[src/rtl/parallel_in_serial_out.sv]
// rtl/parallel_in_serial_out.sv - Parallel word to serial bit stream shifter
// One bit per clock, registered outputs, back-to-back words without idle gap.
module parallel_in_serial_out #(
    parameter int WIDTH     = 4,
    parameter bit MSB_FIRST = 1'b1
) (
    input  logic             clk,
    input  logic             rst_n,
    input  logic             load_valid,
    input  logic [WIDTH-1:0] load_data,
    output logic             load_ready,
    output logic             serial_out,
    output logic             serial_valid,
    output logic             busy,
    output logic             done
);
    localparam int CW = $clog2(WIDTH);
    localparam logic [CW-1:0] LAST = CW'(WIDTH - 1);
    localparam logic [CW-1:0] PRE_LAST = CW'(WIDTH - 2);

    typedef enum logic {IDLE, SHIFT} state_t;

    state_t           state, state_nx;
    logic [CW-1:0]    cnt, cnt_nx;
    logic [WIDTH-1:0] sreg, sreg_nx;
    logic             so_nx, sv_nx, busy_nx, done_nx;
    logic             last_bit, accept;

    assign last_bit   = (state == SHIFT) && (cnt == LAST);
    // Ready while reset is held would let a word slip in on the release edge.
    assign load_ready = rst_n && ((state == IDLE) || last_bit);
    assign accept     = load_valid && load_ready;

    always_ff @(posedge clk or negedge rst_n) begin
        if (!rst_n) begin
            state <= IDLE;
        end else begin
            state <= state_nx;
        end
    end

    always_comb begin
        state_nx = state;
        case (state)
            IDLE:    if (accept) state_nx = SHIFT;
            SHIFT:   if (last_bit && !accept) state_nx = IDLE;
            default: state_nx = IDLE;
        endcase
    end

    // The first bit is taken straight from load_data so it appears one cycle after accept.
    always_comb begin
        cnt_nx  = cnt;
        sreg_nx = sreg;
        so_nx   = 1'b0;
        sv_nx   = 1'b0;
        busy_nx = 1'b0;
        done_nx = 1'b0;
        if (accept) begin
            cnt_nx  = '0;
            sreg_nx = load_data;
            so_nx   = MSB_FIRST ? load_data[WIDTH-1] : load_data[0];
            sv_nx   = 1'b1;
            busy_nx = 1'b1;
        end else if (state == SHIFT && !last_bit) begin
            cnt_nx  = cnt + 1'b1;
            sreg_nx = MSB_FIRST ? (sreg << 1) : (sreg >> 1);
            so_nx   = MSB_FIRST ? sreg[WIDTH-2] : sreg[1];
            sv_nx   = 1'b1;
            busy_nx = 1'b1;
            done_nx = (cnt == PRE_LAST);
        end else if (last_bit) begin
            cnt_nx  = '0;
            sreg_nx = '0;
        end
    end

    always_ff @(posedge clk or negedge rst_n) begin
        if (!rst_n) begin
            cnt          <= '0;
            sreg         <= '0;
            serial_out   <= 1'b0;
            serial_valid <= 1'b0;
            busy         <= 1'b0;
            done         <= 1'b0;
        end else begin
            cnt          <= cnt_nx;
            sreg         <= sreg_nx;
            serial_out   <= so_nx;
            serial_valid <= sv_nx;
            busy         <= busy_nx;
            done         <= done_nx;
        end
    end
endmodule
[config.mk]
export PLATFORM = sky130hd
export DESIGN_NAME = parallel_in_serial_out
export DESIGN_NICKNAME = d
export VERILOG_FILES = /design/src/rtl/parallel_in_serial_out.sv
export SDC_FILE = /design/constraint.sdc
export NUM_CORES = 1
export LEC_CHECK = 0
export BUFFER_PORTS_ARGS = -buffer_cell sky130_fd_sc_hd__buf_2
export CORE_AREA = 3 3 40 42
export CTS_CLUSTER_DIAMETER = 30
export CTS_CLUSTER_SIZE = 30
export DETAILED_ROUTE_END_ITERATION = 8
export DIE_AREA = 0 0 43 45
export PLACE_DENSITY = 0.5
export SLEW_MARGIN = 20
export SYNTH_ARGS = -nofsm -noshare
export SYNTH_HDL_FRONTEND = slang
export SYNTH_SLANG_ARGS = --single-unit
[constraint.sdc]
create_clock -name clk -period 1.1 [get_ports clk]
set_input_delay 0.055 -clock clk [delete_from_list [all_inputs] [get_ports clk]]
set_output_delay 0.055 -clock clk [all_outputs]
set_load 0.1 [all_outputs]
; After elaboration in Yosys (flattened, before gate mapping)
; Cells that the tools add are included.
[word_totals]
ff_bits = 9
input_bits = 7
output_inout_bits = 5
word_cells = 34
[op_classes]
add_sub_neg = 1
eq_ne = 2
n_mux = 15
bitwise_logic = 1
reduce_logical = 9
[ops]
columns = cell, n
row1 = 3-bit two-way mux, 3
row2 = 1-bit two-way mux, 8
row3 = 2-bit two-way mux, 3
row4 = 1-bit logical AND, 5
row5 = "2-bit equality test, second input constant", 2
row6 = 3-bit nonzero test, 1
row7 = "2-bit by 1-bit adder with 2-bit output, second input constant", 1
row8 = 1-bit logical NOT, 2
row9 = 1-bit one-hot mux with 2 select lines, 1
row10 = 1-bit logical OR, 1
row11 = 1-bit inverter, 1

; Depth between registers and ports, before layout
; Gate-level depths: netlist of the first run.
[logic_depth]
word_depth = 9
depth_mapped = 4

; Worst setup path before layout of the first run
; OpenSTA, ideal clock, no wires.
[synth_timing]
kind = reg2out
startpoint = reg cnt[0]
endpoint = out load_ready
arrival_ns = 1.508
t_required_ns = 1.045
path_slack_ns = -0.463
stages_incl_launch_ff = 4
n_path_buf = 0
path_cell_list = dfrtp_1 -> ha_1 -> nand2b_1 -> and2_1
[synth_via]
elab_chain_cells = 4
[synth_lines]
columns = item, line
row1 = "start, declared", 24  ; logic [CW-1:0] cnt, cnt_nx;
row2 = "start signal, assigned", 87  ; cnt <= cnt_nx;
row3 = 2-bit equality test, 29  ; assign last_bit = (state == SHIFT) && (cnt == LAST);
row4 = 1-bit logical AND, 29
row5 = 1-bit logical OR, 31  ; assign load_ready = rst_n && ((state == IDLE) || last_bit);
row6 = 1-bit logical AND, 31
row7 = "end, declared", 11  ; output logic load_ready,
; No other way between the ends.

; Worst setup path in the final report of the first run
[layout_timing]
startpoint = reg cnt[1]
endpoint = out load_ready
; The elaborated chain is that of the path after synthesis.

==> run summary, run 1 <==
DR vias: 351
Largest net degree at the start of global routing: 8
Seq/Total Area, Yosys: 54.5%
Worst hold slack: 22.7 ps
Layout cells sized above 1: 46.6%
Synth Area in XOR/XNOR: 0%
Num ports: 12
Vias in the first global route: 310
EDFF count, synth: 0
Synth area leader: dfrtp_1
Post-DR vias/cell: 4.81
Relative slew slack: 80.0%
Global route overflow: 0
Synth warnings: 0
# fillers: 110
Required @ worst endpoint: 1040 ps
Mean post-synth cell area: 11.2 um2
Slew Limit Fails: 0
Initial antenna violation count: 0
Clk_lat worst skew: 260 ps
DRC Markers: 0
Outcome: complete, but fails checks
Final Instance Area: 667 um2
Top cells by area, synth: dfrtp_1 (55%), mux2i_1 (7.3%), ha_1 (6.1%), nand2_1 (5.5%), and2_1 (4.5%)
Simple-gate area share of the yosys netlist: 14.8%
RSZ-0062 raised after global routing: true
Routed wire length: 861 um
CTS tree: built
Mapped cell area: 413 um2
Clk buf depth: 2
Syn Nets: 46
Final TNS setup: -832 ps
Clock-pin slew on the worst setup and hold paths: 60 ps
Post-synth top area share: 54.5%
Post-synthesis mux area share: 7.27%
Final worst slack: -219 ps
Num CTS Buffers: 3
Gpl congestion: 0.774
Crit path capture type: output pin
Fmax achieved: 758 MHz
CP startpoint kind: flop
Total Routing Usage GR: 9.60%
Critical-path maximum fanout: 2
Max Clock Skew: 1.53 ps
Fin. Hold Viols: 0
Final period utilization: 120%
Post-route minimum period: 1320 ps
#FFs+latches synth: 9
CTS root buf: clkbuf_4
Violated checks: setup timing
PortBufs: 11
Worst slack, placed: -89.8 ps
Count of distinct cell types in the synthesized netlist: 16
Worst slew pin tran: 300 ps
Antenna Nets Post-Route: 0
Max-cap violations: 0
Core Box Area: 0.00128 mm2
Drt pass-1 iters: 4
Post-DP Area: 584 um2
Adder-cell share of the synthesized area: 6.06%
Die area: 0.00194 mm2
Main combinational cell family by area after synthesis: simple AND/OR/NAND/NOR gates
Drt wl/cell: 11.8 um
Die Span Y: 45 um
Top-count cell post-synth: dfrtp_1
Clk sinks: 9
Post-synth top cells: dfrtp_1 (9), nand2_1 (6), and2_1 (3), mux2i_1 (3), o22ai_1 (3)
Final setup fails: 7
# H-tree levels: 1
Initial DRC count: 5
Final net count: 68
Global-route wire length before repair: 1320 um
HPWL Detailed: 646 um
Async set or reset register ratio after synthesis: 100%
Die W: 43 um
Main flop type after synthesis: dfrtp_1
Cells after synthesis: 37
Worst path arrival time: 1260 ps
Initial core utilization: 32.1%
Cell row count: 13
Area grow syn2layout: 61.5%
Setup CP Type: flop to output pin
Worst Hold Class: primary input to flop
Ant diodes: 0
Synth Area in Compound Gates: 13.3%
timing repair:
action,in CTS,in global routing
gates cloned,0,0
hold buffers,2,0
pin swaps,2,3
endpoints found under the setup margin,6,7
setup buffers,1,1
resized for setup,2,3
endpoints found under the hold margin,9,0
per-layer routing:
layer	global-route usage, %	wire length (um)
met5	0	0
met4	7.23	19
met3	2.79	63
met2	14.4	421
met1	11.7	357
final cells by class:
class	count	area (um2)	share of cell area (%)
sequential	9	226	34.0
timing repair buffer	19	199	29.8
multi-input combinational	25	193	28.9
clock buffer	4	26.3	3.94
tap	15	18.8	2.81
inverter	1	3.75	0.563
critical path: stages (launching register included):
cell and delay [ps]:
dfrtp_1 380, ha_2 190, nand2b_4 140, and2_4 140, buf_12 160
through the flow:
stage	std cells	util, %
final	73	51.9
after global routing	73	51.9
after CTS	72	50.3
after detailed placement	65	45.5
after global placement	65	45.5
after floorplan	37	-
final timing paths:
| kind | start | endpoint | slack, ps | depth (start not counted) |
|---|---|---|---|---|
| setup / recovery | cnt[1]$_DFFE_PN0P_ | load_ready | -220 | 4 |
| hold / removal | load_data[3] | serial_out$_DFF_PN0_ | 20 | 2 |
| setup reg to reg | cnt[1]$_DFFE_PN0P_ | serial_out$_DFF_PN0_ | -210 | 5 |
| hold reg to reg | sreg[0]$_DFFE_PN0P_ | sreg[1]$_DFFE_PN0P_ | 510 | 2 |
| max in group asynchronous | rst_n | busy$_DFF_PN0_ | 590 | 3 |
| min in group asynchronous | rst_n | sreg[2]$_DFFE_PN0P_ | 210 | 2 |
layout by cell type, fill, tap and decap left out, types with 2 or more instances in the layout:
master and instances:
dfrtp_1 8, nand2_1 6, buf_2 6, buf_12 5
buf_4 5, mux2i_1 3, clkbuf_4 3, and2_4 2
o22ai_1 2, a32oi_1 2, dlygate4sd3_1 2
cells by family (layout without fill, tap and decap cells):
logic type / Yosys count / in the layout
AND/OR/NAND/NOR: 12 / 12
flip-flops: 9 / 9
AO/OA/AOI/OAI: 8 / 8
multiplexers: 3 / 3
buffers and inverters: 3 / 24
adder cells (fa/ha/maj): 2 / 2
state kept, by name (all words and copies together) (netlist names):
signal,count
sreg,3
serial_out,1
cnt,2
state,1
done,1
busy,1
Power of run 1 is not shown: default switching activity piles up to over one toggle a cycle in this logic, so the estimate is an artifact.
==> run 2, diff against run 1 <==
--- a/config.mk
+++ b/config.mk
@@ -11,7 +11,7 @@
 export CTS_CLUSTER_SIZE = 30
 export DETAILED_ROUTE_END_ITERATION = 8
 export DIE_AREA = 0 0 43 45
-export PLACE_DENSITY = 0.5
+export PLACE_DENSITY = 0.59
 export SLEW_MARGIN = 20
 export SYNTH_ARGS = -nofsm -noshare
 export SYNTH_HDL_FRONTEND = slang
==> run 2 against run 1 <==
Net effect: utilization decreased by 0.097 points; the flow still finishes with violations (setup timing); fmax decreased by 1.2%; non-clock buffer count increased by 1; worst setup slack got worse by 16 ps; largest cell class unchanged; global-route usage increased by 1.4 points; critical path depth unchanged; flip-flop and latch count unchanged; cell area decreased by 0.19%; count of clock-buffer cells in the layout unchanged.
==> run summary, run 2 (synthesis gave the netlist of run 1 again) <==
Initial core utilization: 32.1% (unchanged)
Total Routing Usage GR: 11.0% (was 9.60%)
Placed cell count: 67 (was 65)
Largest net degree at the start of global routing: 8 (unchanged)
Final Instance Area: 666 um2 (was 667 um2)
DR vias: 359 (was 351)
Cell row count: 13 (unchanged)
Routed wire length: 900 um (was 861 um)
Largest register by flop count: sreg (unchanged)
Fmax achieved: 749 MHz (was 758 MHz)
Worst Hold Class: primary input to flop (unchanged)
Ant diodes: 0 (unchanged)
Relative slew slack: 68.0% (was 80.0%)
PortBufs: 11 (unchanged)
Reg2reg path depth: 5 (unchanged)
CTS root buf: clkbuf_4 (unchanged)
Die Span Y: 45 um (unchanged)
Vias in the first global route: 374 (was 310)
Num ports: 12 (unchanged)
Required @ worst endpoint: 1040 ps (about the same)
Commonest cells after routing, fill and taps aside: dfrtp_1 (8), buf_2 (7), buf_4 (6) (was dfrtp_1 (8), nand2_1 (6), buf_2 (6))
Core Box Area: 0.00128 mm2 (unchanged)
Final setup fails: 5 (was 7)
Slew Limit Fails: 0 (unchanged)
Outcome: complete, but fails checks (unchanged)
Global-route wire length before repair: 1520 um (was 1320 um)
Min-Delay Path Depth: 2 (unchanged)
Fin. Hold Viols: 0 (unchanged)
Drt pass-1 iters: 4 (unchanged)
Max-cap violations: 0 (unchanged)
Post-DR vias/cell: 4.85 (was 4.81)
Max Clock Skew: 3.96 ps (was 1.53 ps)
Leading registers by flop count: sreg (3), cnt (2) (unchanged)
Final period utilization: 121% (was 120%)
Worst path arrival time: 1280 ps (was 1260 ps)
DRC Markers: 0 (unchanged)
Critical-path maximum fanout: 2 (unchanged)
# H-tree levels: 1 (unchanged)
Initial antenna violation count: 0 (unchanged)
Most common cell after layout, fill and taps aside: dfrtp_1 (unchanged)
Drt wl/cell: 12.2 um (was 11.8 um)
Finished Layout Cells: 74 (was 73)
Final net count: 69 (was 68)
Gpl congestion: 0.730 (was 0.774)
Crit path capture type: output pin (unchanged)
Layout cells sized above 1: 49.2% (was 46.6%)
Violated checks: setup timing (unchanged)
Antenna Nets Post-Route: 0 (unchanged)
Die area: 0.00194 mm2 (unchanged)
Die W: 43 um (unchanged)
Setup CP Type: flop to output pin (unchanged)
Final worst slack: -235 ps (was -219 ps)
CTS tree: built (unchanged)
Worst slew pin tran: 484 ps (was 300 ps)
Clk sinks: 9 (unchanged)
Global route overflow: 0 (unchanged)
Post-route minimum period: 1330 ps (was 1320 ps)
CP startpoint kind: flop (unchanged)
Post-DP Area: 584 um2 (unchanged)
Clk_lat worst skew: 270 ps (was 260 ps)
Max FFs per register: 3 (unchanged)
Final core utilization: 51.8% (was 51.9%)
Clock-pin slew on the worst setup and hold paths: 60 ps (about the same)
RSZ-0062 raised after global routing: true (unchanged)
Initial DRC count: 5 (unchanged)
Num CTS Buffers: 3 (unchanged)
Worst hold slack: 9.37 ps (was 22.7 ps)
Clk buf depth: 2 (unchanged)
HPWL Detailed: 651 um (was 646 um)
Area grow syn2layout: 61.2% (was 61.5%)
run 2: cell type report:
cell class | count | area (um2)
Fill cell | 110 | 619
Timing Repair Buffer | 20 | 191
Multi-Input combinational cell | 25 | 199
Tap cell | 15 | 18.8
Sequential cell | 9 | 226
Clock buffer | 4 | 26.3
Inverter | 1 | 3.75
run 2: final timing paths:
path                                      from                    to  slack (ps)
max                         cnt[1]$_DFFE_PN0P_            load_ready        -230
min                               load_data[3]  serial_out$_DFF_PN0_           9
max reg2reg                 cnt[1]$_DFFE_PN0P_  serial_out$_DFF_PN0_        -200
min reg2reg                sreg[1]$_DFFE_PN0P_   sreg[2]$_DFFE_PN0P_         510
max in group asynchronous                rst_n        busy$_DFF_PN0_         570
min in group asynchronous                rst_n  serial_out$_DFF_PN0_         200
run 2: repair_timing:
| action | CTS | global route |
|---|---|---|
| hold endpoints to repair | 9 | 0 |
| resized for setup | 5 | 2 |
| hold buffers | 2 | 0 |
| setup buffers | 1 | 0 |
| endpoints found under the setup margin | 5 | 8 |
| pin swaps | 3 | 0 |
run 2: through the flow:
step	worst slack [ps]	TNS (ps)
CTS	-239	-633
detailed placement	-61.0	-118
floorplan	-166	-224
global route	-277	-1010
finish	-235	-687
global placement	-40.1	-67.4
run 2: worst max-delay path, stage by stage (launching register included):
cell and delay (ps):
dfrtp_1 400, ha_2 190, nand2b_4 140, and2_4 140, buf_12 160
run 2: layer usage:
| metal | part of all wire (%) | routed length [um] | global-route usage, % |
|---|---|---|---|
| met1 | 42 | 378 | 12.1 |
| met2 | 49 | 439 | 18.9 |
| met3 | 7.2 | 65 | 2.79 |
| met4 | 1.9 | 17 | 7.23 |
| met5 | 0 | 0 | 0 |
Power of run 2 is left out for the same reason.
